==> src/rtl/proc_loader_pkg.sv <==
// Shared definitions for the boot loader: FSM states and stream field sizes.
package proc_loader_pkg;

    typedef enum logic [2:0] {
        S_ADDR  = 3'd0,
        S_COUNT = 3'd1,
        S_DATA  = 3'd2,
        S_WRITE = 3'd3,
        S_HOLD  = 3'd4,
        S_DONE  = 3'd5,
        S_ERROR = 3'd6
    } state_e;

    localparam int HDR_BYTES  = 4;
    localparam int WORD_BYTES = 4;

endpackage

==> src/rtl/proc_loader_wordasm.sv <==
// Little-endian 4-byte assembler; word_valid pulses with the 4th accepted byte,
// and word presents the completed value in that same cycle.
module proc_loader_wordasm
    import proc_loader_pkg::*;
(
    input  logic        clk,
    input  logic        rst,
    input  logic        clr,
    input  logic        en,
    input  logic [7:0]  byte_in,
    output logic [31:0] word,
    output logic        word_valid
);

    localparam logic [1:0] LAST_BYTE = 2'(WORD_BYTES - 1);

    logic [1:0]  cnt_r;
    logic [23:0] acc_r;

    // Byte counter and shift register; earlier bytes drift toward the low end.
    always_ff @(posedge clk) begin
        if (!rst) begin
            cnt_r <= 2'd0;
            acc_r <= 24'd0;
        end else if (clr) begin
            cnt_r <= 2'd0;
            acc_r <= 24'd0;
        end else if (en) begin
            cnt_r <= cnt_r + 2'd1;
            acc_r <= {byte_in, acc_r[23:8]};
        end
    end

    // Completed word and its strobe.
    always_comb begin
        word       = {byte_in, acc_r};
        word_valid = en && !clr && (cnt_r == LAST_BYTE);
    end

endmodule

==> src/rtl/proc_loader.sv <==
// Boot loader: parses a base/count/data byte stream, writes each word to processor
// memory, and keeps the processor in reset until the load has completed.
module proc_loader
    import proc_loader_pkg::*;
#(
    parameter int MAX_WORDS = 4096,
    parameter int RST_HOLD  = 2
) (
    input  logic        clk,
    input  logic        rst,
    input  logic        in_val,
    output logic        in_rdy,
    input  logic [7:0]  in_data,
    input  logic        restart,
    output logic        ext_dmemreq_val,
    output logic        ext_dmemreq_type,
    output logic [31:0] ext_dmemreq_addr,
    output logic [31:0] ext_dmemreq_wdata,
    output logic        proc_rst,
    output logic        done,
    output logic        error,
    output logic [31:0] words_written
);

    state_e      state_r, state_next;
    logic [31:0] base_r, count_r, words_written_r, hold_cnt_r;
    logic [31:0] asm_word;
    logic        asm_valid, fire_s, restart_ok_s;
    logic        req_val_r, req_type_r, proc_rst_r, done_r, error_r;
    logic [31:0] req_addr_r, req_wdata_r;

    proc_loader_wordasm u_wordasm (
        .clk        (clk),
        .rst        (rst),
        .clr        (restart_ok_s),
        .en         (fire_s),
        .byte_in    (in_data),
        .word       (asm_word),
        .word_valid (asm_valid)
    );

    // Stream handshake decode; ready only in the three assembling states.
    always_comb begin
        in_rdy = 1'b0;
        case (state_r)
            S_ADDR, S_COUNT, S_DATA: in_rdy = rst;
            default:                 in_rdy = 1'b0;
        endcase
        fire_s       = in_val && in_rdy;
        restart_ok_s = restart && ((state_r == S_DONE) || (state_r == S_ERROR));
    end

    // Next-state logic.
    always_comb begin
        state_next = state_r;
        case (state_r)
            S_ADDR: begin
                if (asm_valid) begin
                    state_next = (asm_word[1:0] != 2'b00) ? S_ERROR : S_COUNT;
                end else begin
                    state_next = S_ADDR;
                end
            end
            S_COUNT: begin
                if (!asm_valid) begin
                    state_next = S_COUNT;
                end else if (asm_word == 32'd0) begin
                    state_next = S_HOLD;
                end else if (asm_word > 32'(MAX_WORDS)) begin
                    state_next = S_ERROR;
                end else begin
                    state_next = S_DATA;
                end
            end
            S_DATA:  state_next = asm_valid ? S_WRITE : S_DATA;
            S_WRITE: state_next = ((words_written_r + 32'd1) == count_r) ? S_HOLD : S_DATA;
            S_HOLD:  state_next = (hold_cnt_r == 32'(RST_HOLD - 1)) ? S_DONE : S_HOLD;
            S_DONE, S_ERROR: begin
                if (restart_ok_s) begin
                    state_next = S_ADDR;
                end else begin
                    state_next = state_r;
                end
            end
            default: state_next = S_ADDR;
        endcase
    end

    // State, header fields and counters.
    always_ff @(posedge clk) begin
        if (!rst) begin
            state_r         <= S_ADDR;
            base_r          <= 32'd0;
            count_r         <= 32'd0;
            words_written_r <= 32'd0;
            hold_cnt_r      <= 32'd0;
        end else begin
            state_r <= state_next;
            if ((state_r == S_ADDR) && asm_valid) begin
                base_r <= asm_word;
            end
            if ((state_r == S_COUNT) && asm_valid) begin
                count_r <= asm_word;
            end
            if (restart_ok_s) begin
                words_written_r <= 32'd0;
            end else if (state_r == S_WRITE) begin
                words_written_r <= words_written_r + 32'd1;
            end
            hold_cnt_r <= (state_r == S_HOLD) ? hold_cnt_r + 32'd1 : 32'd0;
        end
    end

    // Registered outputs, decoded from the state being entered.
    always_ff @(posedge clk) begin
        if (!rst) begin
            req_val_r   <= 1'b0;
            req_type_r  <= 1'b0;
            req_addr_r  <= 32'd0;
            req_wdata_r <= 32'd0;
            proc_rst_r  <= 1'b1;
            done_r      <= 1'b0;
            error_r     <= 1'b0;
        end else begin
            req_val_r   <= (state_next == S_WRITE);
            req_type_r  <= (state_next == S_WRITE);
            req_addr_r  <= (state_next == S_WRITE) ? base_r + {words_written_r[29:0], 2'b00} : 32'd0;
            req_wdata_r <= (state_next == S_WRITE) ? asm_word : 32'd0;
            proc_rst_r  <= (state_next != S_DONE);
            done_r      <= (state_next == S_DONE);
            error_r     <= (state_next == S_ERROR);
        end
    end

    assign ext_dmemreq_val   = req_val_r;
    assign ext_dmemreq_type  = req_type_r;
    assign ext_dmemreq_addr  = req_addr_r;
    assign ext_dmemreq_wdata = req_wdata_r;
    assign proc_rst          = proc_rst_r;
    assign done              = done_r;
    assign error             = error_r;
    assign words_written     = words_written_r;

endmodule

==> config.mk <==
export PLATFORM = sky130hd
export DESIGN_NAME = proc_loader
export DESIGN_NICKNAME = d
export VERILOG_FILES = /design/src/rtl/proc_loader_pkg.sv /design/src/rtl/proc_loader_wordasm.sv /design/src/rtl/proc_loader.sv
export SDC_FILE = /design/constraint.sdc
export NUM_CORES = 1
export LEC_CHECK = 0
export BUFFER_PORTS_ARGS = -buffer_cell sky130_fd_sc_hd__buf_2
export CORE_ASPECT_RATIO = 1.1
export CORE_UTILIZATION = 55
export DETAILED_ROUTE_END_ITERATION = 16
export PLACE_DENSITY = 0.84
export SLEW_MARGIN = 20
export SYNTH_ARGS = -nofsm -noshare
export SYNTH_HDL_FRONTEND = slang
export SYNTH_HIERARCHICAL = 1
export SYNTH_SLANG_ARGS = --single-unit
==> constraint.sdc <==
create_clock -name clk -period 6.5 [get_ports clk]
set_input_delay 0.65 -clock clk [delete_from_list [all_inputs] [get_ports clk]]
set_output_delay 0.65 -clock clk [all_outputs]
set_load 0.1 [all_outputs]
==> results.py, run 1 <==
metrics = {
    "run_status": {
        "outcome": "complete, no violations",
    },
    "yosys": {
        "ys_seq_area_share_pct": 42.3,
        "synth_simple_gate_area_share_pct": 25.3,
        "synth-async-reset-ratio_pct": 0,
        "synth_warnings": 6,
        "ys_top_cells_by_area": "dfxtp_1, nand2_1, xor2_1, nor2_1, xnor2_1",
        "synth.area.mux_share_pct": 2.44,
        "synthAdderAreaFrac_pct": 4.06,
        "synth_seq_cells": 225,
        "synth_top_area_share_pct": 42.3,
        "ys.flop_type": "dfxtp_1",
        "syn-cell-area_um2": 10700,
        "synth_compound_area_share_pct": 12.2,
        "syn_inst": 1240,
        "synth_area_leader_cell": "dfxtp_1",
        "synth.avg_cell_area_um2": 8.59,
        "synth_edf_count": 0,
        "synth_nets": 1286,
        "synthXorXnorAreaFrac_pct": 9.94,
        "ys_types": 66,
        "synth_top_family_by_area": "simple AND/OR/NAND/NOR gates",
    },
    "timing": {
        "tns_ps": 0,
        "finalSetupViolations": 0,
        "fin_crit_sh_pct": 60.4,
        "worst_slew_pin_slew_ps": 839,
        "hold_viol_final": 0,
        "fmaxAchievable_mhz": 255,
        "finClkSkew_ps": 23.5,
        "rsz0062_at_grt": "false",
        "holdWs_ps": 435,
        "post-route-min-period_ps": 3920,
        "relSlewSlack_pct": 43.6,
        "drv_slew": 0,
    },
    "critical_path": {
        "crit_buf_inv": 6,
        "crit_chain": "buf_2 > buf_4 > and3b_1 > and2_1 > buf_4 > and3b_1 > nand2b_1 > nor3_2 > buf_4 > o21ai_0 > o221ai_1 > nand2_1 > buf_4 > inv_1 > and2_1",
        "path_max_fanout": 69,
        "crit_top_cell": "buf_4",
        "crit_type": "in -> reg",
        "r2r_end": "ext_dmemreq_wdata[11]",
        "crit_slowest_cell": "inv_1",
        "reg2reg_slack_ps": 2710,
        "end_kind": "flip-flop",
        "startpoint": "rst",
        "arrival_ps": 4370,
        "r2r-start": "state_r[1]",
        "worstPathRequired_ps": 6940,
        "r2r_cells": 13,
        "path_delay_family": "buffers and inverters",
        "worstSetupEndpoint": "ext_dmemreq_wdata[11]",
        "path_depth": 15,
        "max_stage_delay_ps": 620,
        "cp-start-kind": "input port",
    },
    "clocking": {
        "cts_tree": "yes",
        "cts_num_sinks": 225,
        "cts_resized": 0,
        "postCtsHoldBufs": 0,
        "insertion_delay_ps": 520,
        "cts_buffer_depth": 3,
        "cts_root_buffer": "clkbuf_16",
        "postCtsSetupRepairBufs": 0,
        "cts_made_buffers": 23,
        "htreeDepth": 1,
        "clk_pin_slew_ps": 60,
    },
    "cells_and_area": {
        "diodes": 0,
        "syn_to_final_growth_pct": 12.5,
        "layout-drive-gt1-share_pct": 13.5,
        "layout_common_cells": "dfxtp_1, nand2_1, nor2_1",
        "fillers": 1602,
        "fin_cells": 1580,
        "nNetsFinal": 1364,
        "regArea_um2": 4500,
        "mostFrequentLayoutCell": "dfxtp_1",
        "multi_input_area_um2": 5760,
    },
    "placed_design": {
        "dp.cells": 1540,
        "place.gp.congestion": 0.938,
        "dp_hpwl_um": 18400,
        "io_buffers": 113,
    },
    "die": {
        "coreArea_um2": 19000,
        "die_area_um2": 19900,
        "initial_utilization_pct": 56.0,
        "die_w_um": 135,
        "ios": 114,
        "die_y_um": 148,
        "row_count": 53,
    },
    "drt": {
        "first_pass_iters": 5,
        "ant_nets": 0,
        "wl_per_cell_um": 16.3,
        "dr.first_iter.drc_count": 665,
        "wl_um": 25800,
        "drc_errors": 0,
        "vias": 8950,
        "vias_per_cell": 5.66,
    },
    "global_route": {
        "grt_pass1_vias": 8292,
        "grt-ovfl-total": 0,
        "antenna_found_initial": 0,
        "grt.total_usage_pct": 26.0,
        "grt_pass1_wl_um": 41600,
        "grt_start_max_net_pins": 70,
    },
    "power": {
        "ir_worst_vdd_v": 0.000225,
        "p_leak_nw": 4.72,
        "power_density_nw_per_um2": 228,
    },
    "worst_hold_path": {
        "hp-class": "in -> reg",
    },
    "flow_run": {
        "cap_violations": 0,
    },
}
==> worst reg2reg max path: stages (launching register included) <==
cell and delay, ps:
dfxtp_1 520, nand2_1 180, and3b_1 230, and2_1 150, buf_4 270, and3b_1 250
nor2b_1 160, nand2b_1 90, buf_4 340, o221ai_1 250, nand2_1 110, buf_4 320
inv_1 470, and2_1 340
==> registers in the layout, summed over array words and instances, names as in the netlist, 2 cells and up <==
signal / flops
base_r: 32
count_r: 32
ext_dmemreq_addr: 32
ext_dmemreq_wdata: 32
hold_cnt_r: 32
words_written: 32
u_wordasm/acc_r: 24
state_r: 3
u_wordasm/cnt_r: 2
==> cell type report <==
type | instances | area share (%)
inverters | 15 | 0.470
flip-flops and latches | 225 | 37.6
multi-input cells | 933 | 48.0
repair buffers | 120 | 5.15
well taps | 247 | 2.58
clock inverters | 9 | 0.668
clock buffers | 31 | 5.55
==> power breakdown <==
group | switching, mW | internal [mW]
Clock | 0.536 | 0.757
Sequential | 0.00886 | 1.38
Combinational | 0.0301 | 0.0185
Total | 0.575 | 2.16
==> synth_stat cells, types with 2 or more instances <==
cell type and count:
dfxtp_1 225, nand2_1 196, nor2_1 140, a21boi_0 68
xor2_1 61, xnor2_1 60, and2_1 44, o21ai_0 41
clkbuf_1 39, a21oi_1 37, nand3_1 34, ha_1 33
mux2i_1 26, nand4_1 23, nor3_1 22, nor4_1 22
and3_1 16, inv_1 15, nand2b_1 14, or3_1 12
buf_2 11, buf_4 11, nor2b_1 6, a211oi_1 5
a21o_1 5, a31oi_1 5, and4_1 5, o21a_1 5
o21bai_1 4, nor4_2 3, o2111ai_1 3, o221ai_1 3
or2_2 3, a221o_1 2, a221oi_1 2, a22oi_1 2
a31o_2 2, and3b_1 2, buf_1 2, buf_12 2
buf_6 2, nand4b_1 2, o211ai_1 2
==> kinds of logic (layout without fill, tap and decap cells) <==
logic type      count (synthesis)  after routing
fa+ha+maj                      34             34
buf+inv                        82            175
simple gates                  556            556
xor+xnor                      121            121
compound gates                196            196
mux                            26             26
flops                         225            225
==> how the worst min path moves through the flow <==
stage	from	endpoint	slack (ps)	cells after the start
6_report	in_data[2]	ext_dmemreq_wdata[26]	430	2
5_1_grt	in_data[2]	ext_dmemreq_wdata[26]	430	2
4_1_cts	in_data[2]	ext_dmemreq_wdata[26]	420	2
3_5_place_dp	base_r[1]	ext_dmemreq_addr[1]	460	1
3_3_place_gp	base_r[0]	ext_dmemreq_addr[0]	440	1
2_1_floorplan	base_r[0]	ext_dmemreq_addr[0]	430	1
==> stage by stage <==
stage	setup WS, ps	area, um^2	utilization (%)	power (mW)
2_1_floorplan	2940	10700	-	1.46
3_3_place_gp	2210	11200	59.0	1.47
3_5_place_dp	2110	11200	59.1	1.47
4_1_cts	2620	12000	63.0	2.75
5_1_grt	2200	12000	63.0	2.81
6_report	2580	12000	63.0	2.73
==> per-layer routing <==
| metal | vias up | track usage [%] | wire, um | part of all wire, % |
|---|---|---|---|---|
| met3 | 69 | 4.46 | 1800 | 7.0 |
| li1 | 4381 | - | - | - |
| met4 | 0 | 11.0 | 879 | 3.4 |
| met5 | - | 0 | 0 | 0 |
| met1 | 4208 | 33.0 | 11000 | 43 |
| met2 | 292 | 43.4 | 12100 | 47 |
Note: power is estimated with default switching activity, not from simulation.
==> inputs of run 2 (changes only) <==
--- a/config.mk
+++ b/config.mk
@@ -7,9 +7,9 @@
 export LEC_CHECK = 0
 export BUFFER_PORTS_ARGS = -buffer_cell sky130_fd_sc_hd__buf_2
 export CORE_ASPECT_RATIO = 1.1
-export CORE_UTILIZATION = 55
+export CORE_UTILIZATION = 53
 export DETAILED_ROUTE_END_ITERATION = 16
-export PLACE_DENSITY = 0.84
+export PLACE_DENSITY = 0.85
 export SLEW_MARGIN = 20
 export SYNTH_ARGS = -nofsm -noshare
 export SYNTH_HDL_FRONTEND = slang
==> constraint.sdc (replaced) <==
create_clock -name clk -period 3.6 [get_ports clk]
set_input_delay 0.36 -clock clk [delete_from_list [all_inputs] [get_ports clk]]
set_output_delay 0.36 -clock clk [all_outputs]
set_load 0.1 [all_outputs]
==> run 2 against run 1 <==
Effect of this change:
- core utilization down 2.0 points
- sequential power up 81%
- cell count up 0.63%
- sequential cell count unchanged
- first-iteration DRC count up 1.8%
- worst hold slack worse by 270 ps
- critical path depth down 4
- combinational power up 81%
- clock power up 95%
- die area up 3.7%
- setup slack worse by 2200 ps
- power up 87%
- largest cell class unchanged
- highest routed layer unchanged
==> results.py, run 2 (same netlist as run 1, synthesis figures left out) <==
metrics = {
    "run_status": {
        "outcome": "complete, no violations",
    },
    "timing": {
        "post-route-min-period_ps": 3190,
        "fmaxAchievable_mhz": 314,
        "finClkSkew_ps": 8.71,
        "finalSetupViolations": 0,
        "relSlewSlack_pct": 41.3,
        "drv_slew": 0,
        "hold_viol_final": 0,
        "fin_crit_sh_pct": 88.5,
        "worst_slew_pin_slew_ps": 880,
        "tns_ps": 0,
        "rsz0062_at_grt": "false",
    },
    "die": {
        "initial_utilization_pct": 53.8,
        "row_count": 54,
        "ios": 114,
        "die_w_um": 137,
        "coreArea_um2": 19800,
        "die_y_um": 151,
        "die_area_um2": 20700,
    },
    "drt": {
        "ant_nets": 0,
        "wl_per_cell_um": 16.3,
        "wl_um": 25900,
        "vias": 9017,
        "drc_errors": 0,
        "dr.first_iter.drc_count": 677,
        "vias_per_cell": 5.67,
        "first_pass_iters": 5,
    },
    "critical_path": {
        "crit_type": "reg -> reg",
        "crit_chain": "inv_1 > fa_1 > nand2b_1 > a211oi_1 > o21ai_0 > a21boi_0 > a31o_2 > a31oi_1 > a21oi_1 > mux2i_1 > nor2_1",
        "r2r_end": "ext_dmemreq_addr[30]",
        "crit_slowest_cell": "dfxtp_1",
        "reg2reg_slack_ps": 410,
        "crit_buf_inv": 1,
        "r2r_cells": 11,
        "path_delay_family": "compound AO/OA/AOI/OAI gates",
        "arrival_ps": 3570,
        "end_kind": "flip-flop",
        "cp-start-kind": "flip-flop",
        "max_stage_delay_ps": 490,
        "worstPathRequired_ps": 3980,
        "path_max_fanout": 8,
        "r2r-start": "words_written[1]",
    },
    "clocking": {
        "cts_root_buffer": "clkbuf_16",
        "cts_buffer_depth": 3,
        "cts_num_sinks": 225,
        "cts_resized": 0,
        "cts_made_buffers": 23,
        "cts_tree": "yes",
        "clk_pin_slew_ps": 60,
        "insertion_delay_ps": 500,
        "postCtsSetupRepairBufs": 0,
        "postCtsHoldBufs": 0,
        "htreeDepth": 1,
    },
    "power": {
        "pwr-share-comb_pct": 1.7,
        "internal_power_mw": 4.11,
        "p_clk_share_pct": 49.2,
        "ir_worst_vdd_v": 0.000389,
        "switchingPower_mw": 1.02,
        "p_leak_nw": 4.76,
        "seqPwrFrac_pct": 49.1,
        "switching_share_pct": 19.8,
        "power_density_nw_per_um2": 424,
    },
    "placed_design": {
        "dp_hpwl_um": 18600,
        "io_buffers": 113,
        "dpl_cell_area_um2": 11300,
        "place.gp.congestion": 0.947,
    },
    "cells_and_area": {
        "layout-drive-gt1-share_pct": 13.3,
        "fillers": 1697,
        "fin_area_um2": 12100,
        "mostFrequentLayoutCell": "dfxtp_1",
        "diodes": 0,
        "syn_to_final_growth_pct": 13.4,
        "layout_common_cells": "dfxtp_1, nand2_1, nor2_1",
        "nNetsFinal": 1369,
    },
    "flow_run": {
        "cap_violations": 0,
    },
    "global_route": {
        "grt_pass1_wl_um": 41500,
        "grt_start_max_net_pins": 69,
        "antenna_found_initial": 0,
        "grt_pass1_vias": 8402,
        "grt.total_usage_pct": 25.2,
        "grt-ovfl-total": 0,
    },
    "worst_hold_path": {
        "worstHoldEndpoint": "ext_dmemreq_wdata[27]",
        "min-delay-start": "in_data[3]",
        "hp-class": "in -> reg",
        "hold-path-cell-count": 2,
    },
}
-- run 2: changes by cell type in the layout (fill, tap and decap cells not counted), sizes merged --
cell    delta
buf        +5
bufinv     +4
clkbuf     +1
clkinv     -4
inv        -1
-- run 2: per-layer routing --
layer / up-vias / share of wire [%] / track usage (%)
li1: 4390 / - / -
met1: 4263 / 42 / 31.8
met2: 296 / 49 / 43.4
met3: 68 / 6.3 / 3.80
met4: 0 / 2.7 / 8.85
met5: - / 0 / 0
-- run 2: worst max-delay path by stage --
stage / startpoint / endpoint / slack, ps / depth (start not counted)
final: words_written[1] / ext_dmemreq_addr[30] / 410 / 11
after global routing: words_written[1] / ext_dmemreq_addr[31] / 170 / 10
after CTS: words_written[1] / ext_dmemreq_addr[30] / 440 / 11
after floorplan: words_written[0] / ext_dmemreq_addr[30] / 60 / 12
after global placement: words_written[1] / ext_dmemreq_addr[30] / 530 / 11
after detailed placement: words_written[1] / ext_dmemreq_addr[30] / 450 / 11
-- run 2: power by group through the flow --
stage,logic [mW],registers [mW],clock network (mW)
finish,0.0880,2.51,2.52
global route,0.0941,2.51,2.66
CTS,0.0871,2.51,2.56
detailed placement,0.0867,2.57,0
global placement,0.0851,2.57,0
floorplan,0.0768,2.56,0
-- run 2: area by class of cell --
| type | instances | area (um^2) | share of cell area [%] |
|---|---|---|---|
| inverters | 15 | 56.3 | 0.466 |
| repair buffers | 125 | 656 | 5.43 |
| clock inverters | 8 | 171 | 1.42 |
| clock buffers | 32 | 629 | 5.21 |
| multi-input cells | 933 | 5750 | 47.6 |
| well taps | 252 | 315 | 2.61 |
| flip-flops and latches | 225 | 4500 | 37.3 |
-- run 2: metrics by stage --
step	total power [mW]	setup WS, ps	hold WS, ps	instances	utilization [%]
CTS	5.16	437	149	1590	61.0
finish	5.12	413	163	1590	61.0
global route	5.27	167	162	1590	61.0
detailed placement	2.65	454	456	1550	57.0
floorplan	2.64	64.4	430	1240	-
global placement	2.65	528	443	1550	57.0
